`config.mk`:
```
export PLATFORM = sky130hd
export DESIGN_NAME = seg_scan_driver_flat
export DESIGN_NICKNAME = d
export VERILOG_FILES = /design/src/rtl/seg_scan_driver_if.sv /design/src/rtl/seg_scan_driver.sv /design/src/flat_wrapper.sv
export SDC_FILE = /design/constraint.sdc
export NUM_CORES = 1
export LEC_CHECK = 0
export ABC_AREA = 1
export CAP_MARGIN = 20
export CORE_ASPECT_RATIO = 0.9
export CORE_MARGIN = 2
export CORE_UTILIZATION = 59
export DETAILED_ROUTE_END_ITERATION = 16
export GPL_ROUTABILITY_DRIVEN = 0
export PLACE_DENSITY = 0.84
export REMOVE_ABC_BUFFERS = 1
export SYNTH_ARGS = -nofsm -noshare
export SYNTH_HDL_FRONTEND = slang
export SYNTH_SLANG_ARGS = --single-unit
```
`constraint.sdc`:
```
create_clock -name clk -period 5.2 [get_ports clk]
set_clock_uncertainty 0.1 [all_clocks]
set_input_delay 0.52 -clock clk [delete_from_list [all_inputs] [get_ports clk]]
set_output_delay 0.52 -clock clk [all_outputs]
set_load 0.1 [all_outputs]
```
`src/rtl/seg_scan_driver_if.sv`:
```
// Bus bundle between the value-producing logic and seg_scan_driver.
//   value      : 4*DIGITS hex nibbles, nibble i = value[4i+3:4i]
//   load       : capture value into the pending register this cycle
//   blank_lz   : 1 = suppress leading zero digits
//   dp_mask    : decimal point per digit, sampled live
//   seg        : segments {g,f,e,d,c,b,a}, active high
//   dp         : decimal point of the active digit
//   digit_en   : one-hot digit select, active high
//   frame_tick : one-cycle pulse at each frame start
// master = value producer / pin side, slave = the scan driver.
interface seg_scan_driver_if #(
  parameter int unsigned DIGITS = 4
);
  logic [4*DIGITS-1:0] value;
  logic                load;
  logic                blank_lz;
  logic [DIGITS-1:0]   dp_mask;
  logic [6:0]          seg;
  logic                dp;
  logic [DIGITS-1:0]   digit_en;
  logic                frame_tick;

  modport master (
    output value, load, blank_lz, dp_mask,
    input  seg, dp, digit_en, frame_tick
  );

  modport slave (
    input  value, load, blank_lz, dp_mask,
    output seg, dp, digit_en, frame_tick
  );
endinterface

```
`src/rtl/seg_scan_driver.sv`:
```
// Time-multiplexed 7-segment scan driver with tear-free frame updates,
// per-slot anti-ghosting blanking and optional leading-zero suppression.
//   clk  : system clock
//   rst  : synchronous, active-high reset
//   bus  : seg_scan_driver_if.slave (value/load/blank_lz/dp_mask in,
//          seg/dp/digit_en/frame_tick out)
// Parameters: DIGITS (1..8), PRESCALE cycles per slot (>=2),
//             BLANK cycles per slot with all enables low.
module seg_scan_driver #(
  parameter int unsigned DIGITS   = 4,
  parameter int unsigned PRESCALE = 1024,
  parameter int unsigned BLANK    = 2
) (
  input logic             clk,
  input logic             rst,
  seg_scan_driver_if.slave bus
);

  localparam int unsigned CNT_W = $clog2(PRESCALE);
  localparam int unsigned IDX_W = (DIGITS > 1) ? $clog2(DIGITS) : 1;
  localparam logic [CNT_W-1:0] CNT_MAX = CNT_W'(PRESCALE - 1);
  localparam logic [IDX_W-1:0] IDX_MAX = IDX_W'(DIGITS - 1);
  localparam logic [CNT_W:0]   BLANK_V = (CNT_W + 1)'(BLANK);

  logic [CNT_W-1:0]    cnt, cnt_n;
  logic [IDX_W-1:0]    idx, idx_n;
  logic [4*DIGITS-1:0] pending, pending_n;
  logic                pend_valid, pend_valid_n;
  logic [4*DIGITS-1:0] shadow, shadow_n;
  logic                wrap;
  logic                active;
  logic                zero_run;
  logic [DIGITS-1:0]   lz_blank;
  logic [3:0]          nib;
  logic [6:0]          seg_q, seg_n;
  logic                dp_q, dp_n;
  logic [DIGITS-1:0]   den_q, den_n;
  logic                ft_q;

  function automatic logic [6:0] hex7(input logic [3:0] n);
    case (n)
      4'h0: hex7 = 7'h3F;
      4'h1: hex7 = 7'h06;
      4'h2: hex7 = 7'h5B;
      4'h3: hex7 = 7'h4F;
      4'h4: hex7 = 7'h66;
      4'h5: hex7 = 7'h6D;
      4'h6: hex7 = 7'h7D;
      4'h7: hex7 = 7'h07;
      4'h8: hex7 = 7'h7F;
      4'h9: hex7 = 7'h6F;
      4'hA: hex7 = 7'h77;
      4'hB: hex7 = 7'h7C;
      4'hC: hex7 = 7'h39;
      4'hD: hex7 = 7'h5E;
      4'hE: hex7 = 7'h79;
      default: hex7 = 7'h71;
    endcase
  endfunction

  // Outputs are decoded from the next-state values so the registered
  // outputs always match the cnt/idx/shadow they are shown with.
  always_comb begin
    cnt_n        = cnt;
    idx_n        = idx;
    pending_n    = pending;
    pend_valid_n = pend_valid;
    shadow_n     = shadow;
    wrap         = 1'b0;
    active       = 1'b0;
    zero_run     = 1'b1;
    lz_blank     = '0;
    nib          = '0;
    seg_n        = '0;
    dp_n         = 1'b0;
    den_n        = '0;

    if (cnt == CNT_MAX) begin
      cnt_n = '0;
      if (idx == IDX_MAX) begin
        idx_n = '0;
        wrap  = 1'b1;
      end else begin
        idx_n = idx + IDX_W'(1);
      end
    end else begin
      cnt_n = cnt + CNT_W'(1);
    end

    // Shadow takes the old pending on the wrap edge; a coincident load
    // only refills pending and waits for the following frame.
    if (wrap && pend_valid) begin
      shadow_n = pending;
    end
    if (bus.load) begin
      pending_n    = bus.value;
      pend_valid_n = 1'b1;
    end else if (wrap) begin
      pend_valid_n = 1'b0;
    end

    // Walk from the most significant nibble down; a digit is blanked while
    // every nibble at or above it is zero. Digit 0 always shows.
    for (int unsigned i = 0; i < DIGITS; i++) begin
      zero_run = zero_run & (shadow_n[4*(DIGITS-1-i) +: 4] == 4'h0);
      lz_blank[DIGITS-1-i] = bus.blank_lz & zero_run;
    end
    lz_blank[0] = 1'b0;

    active = ({1'b0, cnt_n} >= BLANK_V);
    nib    = shadow_n[4*idx_n +: 4];
    if (active) begin
      den_n = DIGITS'(1) << idx_n;
      dp_n  = bus.dp_mask[idx_n];
      if (!lz_blank[idx_n]) begin
        seg_n = hex7(nib);
      end
    end
  end

  always_ff @(posedge clk) begin
    if (rst) begin
      cnt        <= '0;
      idx        <= '0;
      pending    <= '0;
      pend_valid <= 1'b0;
      shadow     <= '0;
      seg_q      <= '0;
      dp_q       <= 1'b0;
      den_q      <= '0;
      ft_q       <= 1'b0;
    end else begin
      cnt        <= cnt_n;
      idx        <= idx_n;
      pending    <= pending_n;
      pend_valid <= pend_valid_n;
      shadow     <= shadow_n;
      seg_q      <= seg_n;
      dp_q       <= dp_n;
      den_q      <= den_n;
      ft_q       <= wrap;
    end
  end

  assign bus.seg        = seg_q;
  assign bus.dp         = dp_q;
  assign bus.digit_en   = den_q;
  assign bus.frame_tick = ft_q;

endmodule

```
`src/flat_wrapper.sv`:
```
// flat-port wrapper written by rule: the top's interface ports become plain ports
module seg_scan_driver_flat 
#(
  parameter int unsigned DIGITS   = 4,
  parameter int unsigned PRESCALE = 1024,
  parameter int unsigned BLANK    = 2
)
  (clk, rst, bus_value, bus_load, bus_blank_lz, bus_dp_mask, bus_seg, bus_dp, bus_digit_en, bus_frame_tick);
  seg_scan_driver_if #(.DIGITS(DIGITS)) bus_i ();
  input logic clk;
  input logic rst;
  input wire logic [$bits(bus_i.value)-1:0] bus_value;
  input wire logic [$bits(bus_i.load)-1:0] bus_load;
  input wire logic [$bits(bus_i.blank_lz)-1:0] bus_blank_lz;
  input wire logic [$bits(bus_i.dp_mask)-1:0] bus_dp_mask;
  output wire logic [$bits(bus_i.seg)-1:0] bus_seg;
  output wire logic [$bits(bus_i.dp)-1:0] bus_dp;
  output wire logic [$bits(bus_i.digit_en)-1:0] bus_digit_en;
  output wire logic [$bits(bus_i.frame_tick)-1:0] bus_frame_tick;
  assign bus_i.value = bus_value;
  assign bus_i.load = bus_load;
  assign bus_i.blank_lz = bus_blank_lz;
  assign bus_i.dp_mask = bus_dp_mask;
  assign bus_seg = bus_i.seg;
  assign bus_dp = bus_i.dp;
  assign bus_digit_en = bus_i.digit_en;
  assign bus_frame_tick = bus_i.frame_tick;
  seg_scan_driver #(.DIGITS(DIGITS), .PRESCALE(PRESCALE), .BLANK(BLANK)) u_core (.clk(clk), .rst(rst), .bus(bus_i));
endmodule
```
Word-level counts from Yosys, hierarchy flattened
Memories as Yosys holds them, arrays and structs flattened. A register that Yosys moved wholly into a read port is not among the register bits.
Cells that the tools add are included.
{"block": "word_totals", "memories": 1, "reg_bits": 51, "romBits": 112, "inputBits": 24, "out_inout_bits": 13, "wordCells": 42}
{"memory": "(no name shown)", "depth": 16, "width": 7, "read_ports": 1, "rd_clocked_by_memory_dff": 1, "write_ports": 0, "line": "seg_scan_driver.sv:41", "text": "case (n)"}
{"block": "op_classes", "eq_ne": 2, "order_cmp": 2, "n_bitwise": 6, "n_reduce_logical": 7, "n_addsub": 2, "n_mux": 12, "shifts": 2}
{"cell": "2-to-1 mux 16 bit", "count": 1}
{"cell": "indexed part select 16 x 5 -> 4 bit", "count": 1}
{"cell": "zero test 4 bit", "count": 3}
{"cell": "adder 10 x 1 -> 10 bit, second input constant", "count": 1}
{"cell": "equality test 10 bit, second input constant", "count": 1}
{"cell": "greater-or-equal comparator 10 x 2 -> 1 bit, second input constant", "count": 1}
{"cell": "2-to-1 mux 10 bit", "count": 1}
{"cell": "2-to-1 mux 1 bit", "count": 6}
{"cell": "AND 1 bit", "count": 5}
{"cell": "binary-select mux 1 bit (select 2 bit)", "count": 2}
{"cell": "2-to-1 mux 2 bit", "count": 2}
{"cell": "left shift 1 x 2 -> 4 bit, first input constant", "count": 1}
{"cell": "less-than comparator 2 x 3 -> 1 bit, second input constant", "count": 1}
{"cell": "OR reduction 3 bit", "count": 1}
{"cell": "adder 2 x 1 -> 2 bit, second input constant", "count": 1}
{"cell": "equality test 2 bit, second input constant", "count": 1}
{"cell": "nonzero test 2 bit", "count": 1}
{"cell": "OR reduction 2 bit", "count": 1}
{"cell": "logical AND 1 bit", "count": 1}
{"cell": "inverter 1 bit", "count": 1}

Logic depth before layout (Yosys ltp)
Gate-level depths: netlist of the first run.
{"block": "logic_depth", "depth_word": 12, "depth_mapped": 21}

Worst setup path after synthesis of the first run
Ideal clock, no wire load.
{"block": "synth_timing", "path_type": "flip-flop to flip-flop", "start": "register u_core.cnt[0]", "end": "register u_core.seg_q[3] (netlist: u_core.bus.seg[3])", "slack_ns": 2.774, "arrival_ns": 2.213, "t_required_ns": 4.987, "setup_time_ns": 0.113, "period_less_slack_ns": 2.426, "stages_incl_launch_ff": 17, "path_cell_list": "dfxtp_1 ha_1 nand2_1 nor2_4 nand3_4 nor2_1 nor2_4 buf_2 nand3_1 nand3_1 nand2_1 inv_1 ha_1 nand2_1 nand2_1 nor2_1 nor2_1"}
{"block": "synth_between", "elab_chain_len": 11, "word_cells_on_any_way": 21, "cone_classes": "add/sub: 1; order compare: 1; eq/ne: 1; shift: 1; mux: 6; bitwise: 6; reduce/logical: 5"}
{"element": "from (decl)", "line": "seg_scan_driver.sv:25", "text": "logic [CNT_W-1:0] cnt, cnt_n;"}
{"element": "from (signal assigned)", "line": "seg_scan_driver.sv:133", "text": "cnt <= cnt_n;"}
{"element": "parallel branches: the longest is 11 deep, another holds adder 10 x 1 -> 10 bit"}
{"element": "to (decl)", "line": "seg_scan_driver.sv:35", "text": "logic [6:0] seg_q, seg_n;"}
Parallel ways; which one is timed is not known. The select of a mux whose other input is x is not followed.
A chain may end at the register's enable or synchronous reset.

Final worst setup path of the first run
{"block": "layout_timing", "start": "register u_core.cnt[0]", "end": "register u_core.seg_q[5] (netlist: u_core.bus.seg[5])"}
The elaborated chain is that of the path after synthesis.

==> results of run 1 <==
[sequential cells by signal, indices dropped and copies added, names as in the netlist]
register and count:
u_core.pending 16, u_core.bus.dp 1, u_core.pend_valid 1, u_core.cnt 10, u_core.bus.seg 7, u_core.idx 2, u_core.shadow 16, u_core.bus.digit_en 4
u_core.bus.frame_tick 1
[worst register-to-register path, cell delays in order (launching register included)]
cell,delay [ps]
sky130_fd_sc_hd__dfxtp_1,360
sky130_fd_sc_hd__ha_1,190
sky130_fd_sc_hd__nand2_1,90
sky130_fd_sc_hd__nor2_4,200
sky130_fd_sc_hd__nand3_4,160
sky130_fd_sc_hd__o21ai_1,640
sky130_fd_sc_hd__o211ai_1,190
sky130_fd_sc_hd__nand3_1,120
sky130_fd_sc_hd__nand2_1,130
sky130_fd_sc_hd__inv_1,160
sky130_fd_sc_hd__ha_1,200
sky130_fd_sc_hd__inv_1,50
sky130_fd_sc_hd__nand3_1,110
sky130_fd_sc_hd__nand2_1,70
sky130_fd_sc_hd__nand2_1,50
sky130_fd_sc_hd__nand2_1,40
sky130_fd_sc_hd__nand2_1,50
sky130_fd_sc_hd__inv_1,40
[cell type report]
type                       instances  area (um^2)  share of cell area
inverter                          49        186.4             0.05397
clock inverter                     2        35.03             0.01014
sequential                        58         1161              0.3361
timing repair buffer              37        367.9              0.1065
clock buffer                      13        168.9             0.04890
multi-input combinational        282         1454              0.4209
tap                               65        81.33             0.02354
[through the flow]
stage               area (um^2)  power, uW
global route               3455       1081
floorplan                  2801      578.7
global placement           3251      624.7
CTS                        3455       1048
detailed placement         3251      627.3
finish                     3455       1041
[Yosys cell counts]
library cell and instances:
sky130_fd_sc_hd__clkbuf_2 1, sky130_fd_sc_hd__nor4_1 1, sky130_fd_sc_hd__dfxtp_1 58, sky130_fd_sc_hd__o21a_1 1
sky130_fd_sc_hd__or2_1 1, sky130_fd_sc_hd__o211ai_1 1, sky130_fd_sc_hd__clkbuf_1 8, sky130_fd_sc_hd__nor2_2 1
sky130_fd_sc_hd__nor2_4 4, sky130_fd_sc_hd__buf_2 2, sky130_fd_sc_hd__nand2_4 2, sky130_fd_sc_hd__o21ai_0 18
sky130_fd_sc_hd__nand2_1 91, sky130_fd_sc_hd__nand3b_1 4, sky130_fd_sc_hd__nor2_1 65, sky130_fd_sc_hd__buf_6 3
sky130_fd_sc_hd__nor2_8 1, sky130_fd_sc_hd__o21ai_4 2, sky130_fd_sc_hd__ha_1 9, sky130_fd_sc_hd__nand3_4 3
sky130_fd_sc_hd__inv_2 3, sky130_fd_sc_hd__inv_4 1, sky130_fd_sc_hd__nand3_1 44, sky130_fd_sc_hd__inv_1 45
sky130_fd_sc_hd__nand2_2 7, sky130_fd_sc_hd__nor3_1 1, sky130_fd_sc_hd__a21oi_1 16, sky130_fd_sc_hd__o21ai_1 2
sky130_fd_sc_hd__o21ai_2 3, sky130_fd_sc_hd__xor2_1 5
[cells by family (layout without fill, tap and decap cells)]
group / count (synthesis) / count (layout) / synth area share
compound gates: 43 / 43 / 0.08819
xor+xnor: 5 / 5 / 0.01520
fa+ha+maj: 9 / 9 / 0.03910
buf+inv: 63 / 101 / 0.09209
flops: 58 / 58 / 0.4031
simple gates: 225 / 225 / 0.3623
[worst paths after layout]
kind	slack [ps]	endpoint
setup / recovery	2150	u_core.bus.seg[5]
hold / removal	370	u_core.pending[14]
setup reg to reg	2150	u_core.bus.seg[5]
hold reg to reg	370	u_core.pending[14]
[cells in the final DEF, fill, tap and decap left out, drive strengths merged]
| master | netlist | routed |
|---|---|---|
| buf | 5 | 1 |
| or2 | 1 | 1 |
| clkbuf | 9 | 13 |
| nand3b | 4 | 4 |
| nand3 | 47 | 47 |
| nor3 | 1 | 1 |
| clkdlybuf4s50 | 0 | 36 |
| a21oi | 16 | 16 |
| bufinv | 0 | 1 |
| dfxtp | 58 | 58 |
| o211ai | 1 | 1 |
| xor2 | 5 | 5 |
| o21a | 1 | 1 |
| nor2 | 71 | 71 |
| nand2 | 100 | 100 |
| nor4 | 1 | 1 |
| clkinv | 0 | 1 |
| ha | 9 | 9 |
| o21ai | 25 | 25 |
| inv | 49 | 49 |
[metal layers]
metal | vias to the layer above | GRT usage | part of all wire
li1 | 1330 | - | -
met5 | - | 0 | 0
met3 | 16 | 0.06977 | 0.051
met1 | 1127 | 0.2837 | 0.44
met2 | 75 | 0.4033 | 0.49
met4 | 0 | 0.1250 | 0.023
[power breakdown]
group	leakage, uW	total, uW	switching [uW]	internal, uW
sequential	0.000474	475	10.5	465
clock	0.000106	423	166	257
combinational	0.00103	143	100	43.2
total	0.00161	1040	276	765
==> metrics.log, run 1 <==
INFO  metric critical-path-slowest-cell = sky130_fd_sc_hd__o21ai_1
INFO  metric timing.critical_path.mode_cell = sky130_fd_sc_hd__nand2_1
INFO  metric drt-wirelength-per-cell = ~12 um
INFO  metric grt_pass1_vias = around 2500
INFO  metric numCtsBuffers = 9
INFO  metric synth.ff_latch_count = just under 60
INFO  metric timing.hold.worst_path_depth = 2
INFO  metric arrival = roughly 3200 ps
INFO  metric initialDrtViolationCount = 155
INFO  metric coreArea = approximately 4800 um^2
INFO  metric num_antenna_cells = 0
INFO  metric yosys_warnings = 0
INFO  metric hold_ws = approximately 370 ps
INFO  metric drc_violations_left = 0
INFO  metric final-max-slew-violation-count = 0
INFO  metric netlist.area_leader.share = 0.4031
INFO  metric global_route_wire_length_before_repair = 10.53 mm
INFO  metric nNetsFinal = 470
INFO  metric cts.reportedPaths.clkPinSlew = about 60 ps
INFO  metric floorplan.die_area = approximately 5500 um^2
INFO  metric final_critical_period = around 3000 ps
INFO  metric cts.repair_timing.setup_buffer_count = 0
INFO  metric run_status = complete, no violations
INFO  metric synth_sequential_area_ratio = 0.4031
INFO  metric cts-root-buf = sky130_fd_sc_hd__clkbuf_8
INFO  metric least_margin_pin_slew = ~970 ps
INFO  metric worst_r2r_path_depth = 17
INFO  metric cts_hold_repair.buffers = 0
INFO  metric grt_overflow_total = 0
INFO  metric cellLeakagePower = between 0.0015 and 0.002 uW
INFO  metric crit_chain = ha_1, nand2_1, nor2_4, nand3_4, o21ai_1, o211ai_1, nand3_1, nand2_1, inv_1, ha_1, inv_1, nand3_1, nand2_1, nand2_1, nand2_1, nand2_1, inv_1
INFO  metric post_cts_resize_count = 0
INFO  metric cts_tree = done
INFO  metric hold_path.startpoint = u_core.pending[14]
INFO  metric timing.hold.worst.class = reg -> reg
INFO  metric cp_slowest_stage_delay = about 640 ps
INFO  metric route.final.wire_length = 5.883 mm
INFO  metric post_synth.cell_area_avg = roughly 7 um^2
INFO  metric timing.critical_path.from = u_core.cnt[0]
INFO  metric clock_sink_count = 58
INFO  metric chipWidth = between 70 and 80 um
INFO  metric fin_tns_setup = 0 ps
INFO  metric rsz0062_at_grt = no
INFO  metric timing.final.crit_share = 0.5858
INFO  metric ios = 37
INFO  metric netlist.top_cell.by_area = sky130_fd_sc_hd__dfxtp_1
INFO  metric detail_route.vias_per_cell = around 5
INFO  metric netlist_instances = about 400
INFO  metric h_tree_depth = 3
INFO  metric antenna_found_initial = 0
INFO  metric timing.critical_path.max_delay_family = simple AND/OR/NAND/NOR gates
INFO  metric grtUsageTotal = 0.2429
INFO  metric flow.area_growth_from_synthesis = 19.94%
INFO  metric vias = 2548
INFO  metric dp_slack = ~2200 ps
INFO  metric finalHoldViolations = 0
INFO  metric power.density_cell_area = between 300 and 400 nW/um^2
INFO  metric path_max_fanout = 12
INFO  metric io_buffers = 36
INFO  metric grt_max_degree = 33
INFO  metric ant_nets = 0
INFO  metric critical_path.endpoint_type = register
INFO  metric max_cap_violations = 0
INFO  metric worst_setup_path_start_kind = register
INFO  metric cts_buffer_depth = 2
INFO  metric layout_cells_sized_above_1 = 0.09524
INFO  metric crit_buf_inv = 3
INFO  metric timing.critical_path.depth = 17
INFO  metric initial_cell_density_of_the_core = 0.6032
INFO  metric stdcell_count = roughly 510
INFO  metric reg2reg_from = u_core.cnt[0]
INFO  metric fillCellCount = between 400 and 500
INFO  metric worst-setup-path-type = reg -> reg
INFO  metric floorplan.die.height = around 70 um
INFO  metric placementRows = 24
INFO  metric clk-insertion-delay-late = between 300 and 400 ps
INFO  metric detail_route.first_pass.iterations = 4
INFO  metric setup_slack = between 2000 and 2500 ps
INFO  metric syn-cell-area = 2880 um^2
INFO  metric worst_ir_drop_vdd = 0.2462 mV
INFO  metric synth.lib_cells_used.distinct = 30
INFO  metric cp_data_required_time = 5340 ps
INFO  metric post-place-cells = between 400 and 500
INFO  metric timing.final.setup_violations = 0
INFO  metric slew-limit-headroom = 0.3535
INFO  metric max_freq = 0.3283 GHz
INFO  metric post_synth_main_area_contributors = sky130_fd_sc_hd__dfxtp_1, sky130_fd_sc_hd__nand2_1, sky130_fd_sc_hd__nor2_1
INFO  metric dpl.hpwl = 4.249 mm
INFO  metric postLayoutCoreUtil = 0.7235
Note: power is estimated with default switching activity, not from simulation.
==> run 2, diff against run 1 <==
CORE_UTILIZATION = 55   (was 59)
PLACE_DENSITY = 0.79   (was 0.84)
clock period = 3.1 ns   (was 5.2 ns; I/O delays follow)
==> run 2 against run 1 <==
First-iteration DRC count grew 13%; via count grew 2.7%; fmax up 8.0%; sequential power increased by 67%; design area is 1.1% higher; largest power group unchanged.
==> metrics.log, run 2 (same netlist as run 1, synthesis figures left out) <==
INFO  metric run_status = complete, no violations
INFO  metric placementRows = 24
INFO  metric critical-path-slowest-cell = sky130_fd_sc_hd__dfxtp_1
INFO  metric timing.hold.worst.class = reg -> reg
INFO  metric least_margin_pin_slew = 969.4 ps
INFO  metric reg2reg_slack = 280 ps
INFO  metric global_route_wire_length_before_repair = 10.76 mm
INFO  metric crit_buf_inv = 3
INFO  metric h_tree_depth = 3
INFO  metric critical_path.reg2reg.endpoint = u_core.bus.seg[6]
INFO  metric clock_sink_count = 58
INFO  metric slew-limit-headroom = 0.3517
INFO  metric nNetsFinal = around 480
INFO  metric switching_power = between 400 and 500 uW
INFO  metric dpl.hpwl = between 4 and 5 mm
INFO  metric chipWidth = between 80 and 90 um
INFO  metric combinational_power_share = 0.144
INFO  metric floorplan.die.height = 72.65 um
INFO  metric numCtsBuffers = 9
INFO  metric p_seq_frac = 0.465
INFO  metric flow.area_growth_from_synthesis = 21.20%
INFO  metric antenna_found_initial = 0
INFO  metric final_common_cell = sky130_fd_sc_hd__nand2_1
INFO  metric detailed_place.area = 3273 um^2
INFO  metric power.switching_fraction = 0.2741
INFO  metric reg.largest.list = u_core.pending: 16 flops, u_core.shadow: 16 flops, u_core.cnt: 10 flops
INFO  metric cp_data_required_time = approximately 3200 ps
INFO  metric route.final.wire_length = roughly 6.2 mm
INFO  metric timing.critical_path.mode_cell = sky130_fd_sc_hd__nand2_1
INFO  metric hold_path.startpoint = u_core.pending[14]
INFO  metric pwr-share-clk = 0.391
INFO  metric reg2reg_from = u_core.cnt[0]
INFO  metric timing.final.setup_violations = 0
INFO  metric grtUsageTotal = 0.2399
INFO  metric worst_setup_path_start_kind = register
INFO  metric layout_common_cells = sky130_fd_sc_hd__nand2_1, sky130_fd_sc_hd__nor2_1, sky130_fd_sc_hd__dfxtp_1
INFO  metric cts_buffer_depth = 2
INFO  metric final_critical_period = 2821 ps
INFO  metric grt_pass1_vias = around 2400
INFO  metric path_max_fanout = 13
INFO  metric finalHoldViolations = 0
INFO  metric grt_max_degree = 32
INFO  metric io_buffers = 36
INFO  metric fin_tns_setup = 0 ps
INFO  metric floorplan.die_area = 5832 um^2
INFO  metric final-max-slew-violation-count = 0
INFO  metric clk-insertion-delay-late = between 300 and 400 ps
INFO  metric detail_route.vias_per_cell = 5.101
INFO  metric ant_nets = 0
INFO  metric detail_route.first_pass.iterations = 5
INFO  metric worst_ir_drop_vdd = roughly 0.38 mV
INFO  metric worst_r2r_path_depth = 19
INFO  metric cts.reportedPaths.clkPinSlew = 60 ps
INFO  metric drt-wirelength-per-cell = roughly 12 um
INFO  metric timing.hold.worst_path_depth = 2
INFO  metric initialDrtViolationCount = 175
INFO  metric critical_path.endpoint_type = register
INFO  metric cellLeakagePower = 0.001631 uW
INFO  metric worst-setup-path-type = reg -> reg
INFO  metric cts_hold_repair.buffers = 0
INFO  metric crit_chain = ha_1, nand2_1, nor2_4, nand2_4, nor2_8, nand3_4, nand2_1, nand2_1, inv_1, nand2_1, nand3_1, nand2_1, inv_1, ha_1, inv_1, nand3_1, nand2_1, a21oi_1, nor2_1
INFO  metric initial_cell_density_of_the_core = 0.5813
INFO  metric rsz0062_at_grt = no
INFO  metric max_cap_violations = 0
INFO  metric arrival = 2950 ps
INFO  metric ios = 37
INFO  metric vias = approximately 2600
INFO  metric cp_slowest_stage_delay = between 300 and 400 ps
INFO  metric power.density_cell_area = 488.9 nW/um^2
INFO  metric timing.critical_path.max_delay_family = simple AND/OR/NAND/NOR gates
INFO  metric timing.final.crit_share = 0.9099
INFO  metric post_route_standard_cell_area_excluding_fillers = between 3000 and 4000 um^2
INFO  metric grt_overflow_total = 0
INFO  metric min_to = u_core.pending[14]
INFO  metric cts_tree = done
INFO  metric p_int = ~1200 uW
INFO  metric layout.area.seq = ~1200 um^2
INFO  metric max_freq = between 0.3 and 0.4 GHz
INFO  metric cts-root-buf = sky130_fd_sc_hd__clkbuf_8
INFO  metric fillCellCount = approximately 450
INFO  metric coreArea = approximately 5000 um^2
INFO  metric layout_cells_sized_above_1 = 0.1071
INFO  metric area_of_combinational_cells_with_multiple_inputs = about 1500 um^2
INFO  metric num_antenna_cells = 0
INFO  metric drc_violations_left = 0
==> run 2: cell types whose count changed in the layout (fill, tap and decap cells not counted), sizes merged <==
cell    change
clkinv      +1
nand3       +1
buf         +6
clkbuf      -1
==> run 2: cell type report <==
cell class / count / area share
clock buffers: 12 / 0.04158
clock inverters: 3 / 0.01147
inverters: 49 / 0.05341
multi-input cells: 283 / 0.4194
flip-flops and latches: 58 / 0.3326
well taps: 65 / 0.02330
repair buffers: 43 / 0.1183
==> run 2: how the worst max path moves through the flow <==
stage | to | cells after the start | from
floorplan | u_core.bus.seg[5] | 17 | u_core.cnt[0]
detailed placement | u_core.bus.seg[6] | 19 | u_core.cnt[0]
finish | u_core.bus.seg[6] | 19 | u_core.cnt[0]
CTS | u_core.bus.seg[6] | 19 | u_core.cnt[0]
global route | u_core.bus.seg[5] | 20 | u_core.cnt[0]
global placement | u_core.bus.seg[6] | 19 | u_core.cnt[0]
==> run 2: tightest hold or removal path, delay by kind of cell (launching register included) <==
kind / cells / cell delay (ps)
AOI/OAI and AO/OA: 1 / 60
buffers and inverters: 1 / 60
DFF: 1 / 300
==> run 2: per-layer routing <==
layer / GRT usage / wire length, um
met5: 0 / 0
met4: 0.07910 / 119
met3: 0.09035 / 424
met2: 0.3954 / 2886
met1: 0.2907 / 2813
==> run 2: per-stage QoR <==
stage | utilization | hold slack, ps | setup slack, ps | power (uW) | cells
after floorplan | - | 279.1 | 527.7 | 970.8 | 389
after global placement | 0.6606 | 350.0 | 352.9 | 1050 | 494
after detailed placement | 0.6606 | 352.4 | 228.0 | 1055 | 494
after CTS | 0.6980 | 360.8 | 225.0 | 1720 | 509
after global routing | 0.7045 | 386.0 | 5.952 | 1778 | 513
final | 0.7045 | 362.8 | 279.2 | 1707 | 513
==> run 2: power groups by stage <==
stage	combinational, uW	sequential, uW	clock (uW)
2_1_floorplan	53.8	917	0
3_5_place_dp	245	810	0
6_report	245	794	668
4_1_cts	246	793	681
3_3_place_gp	242	808	0
5_1_grt	263	796	718
==> run 2: repair_timing <==
action / in CTS / in global routing
setup buffers: 0 / 3
setup endpoints to repair: 0 / 4
gates resized for setup: 0 / 0
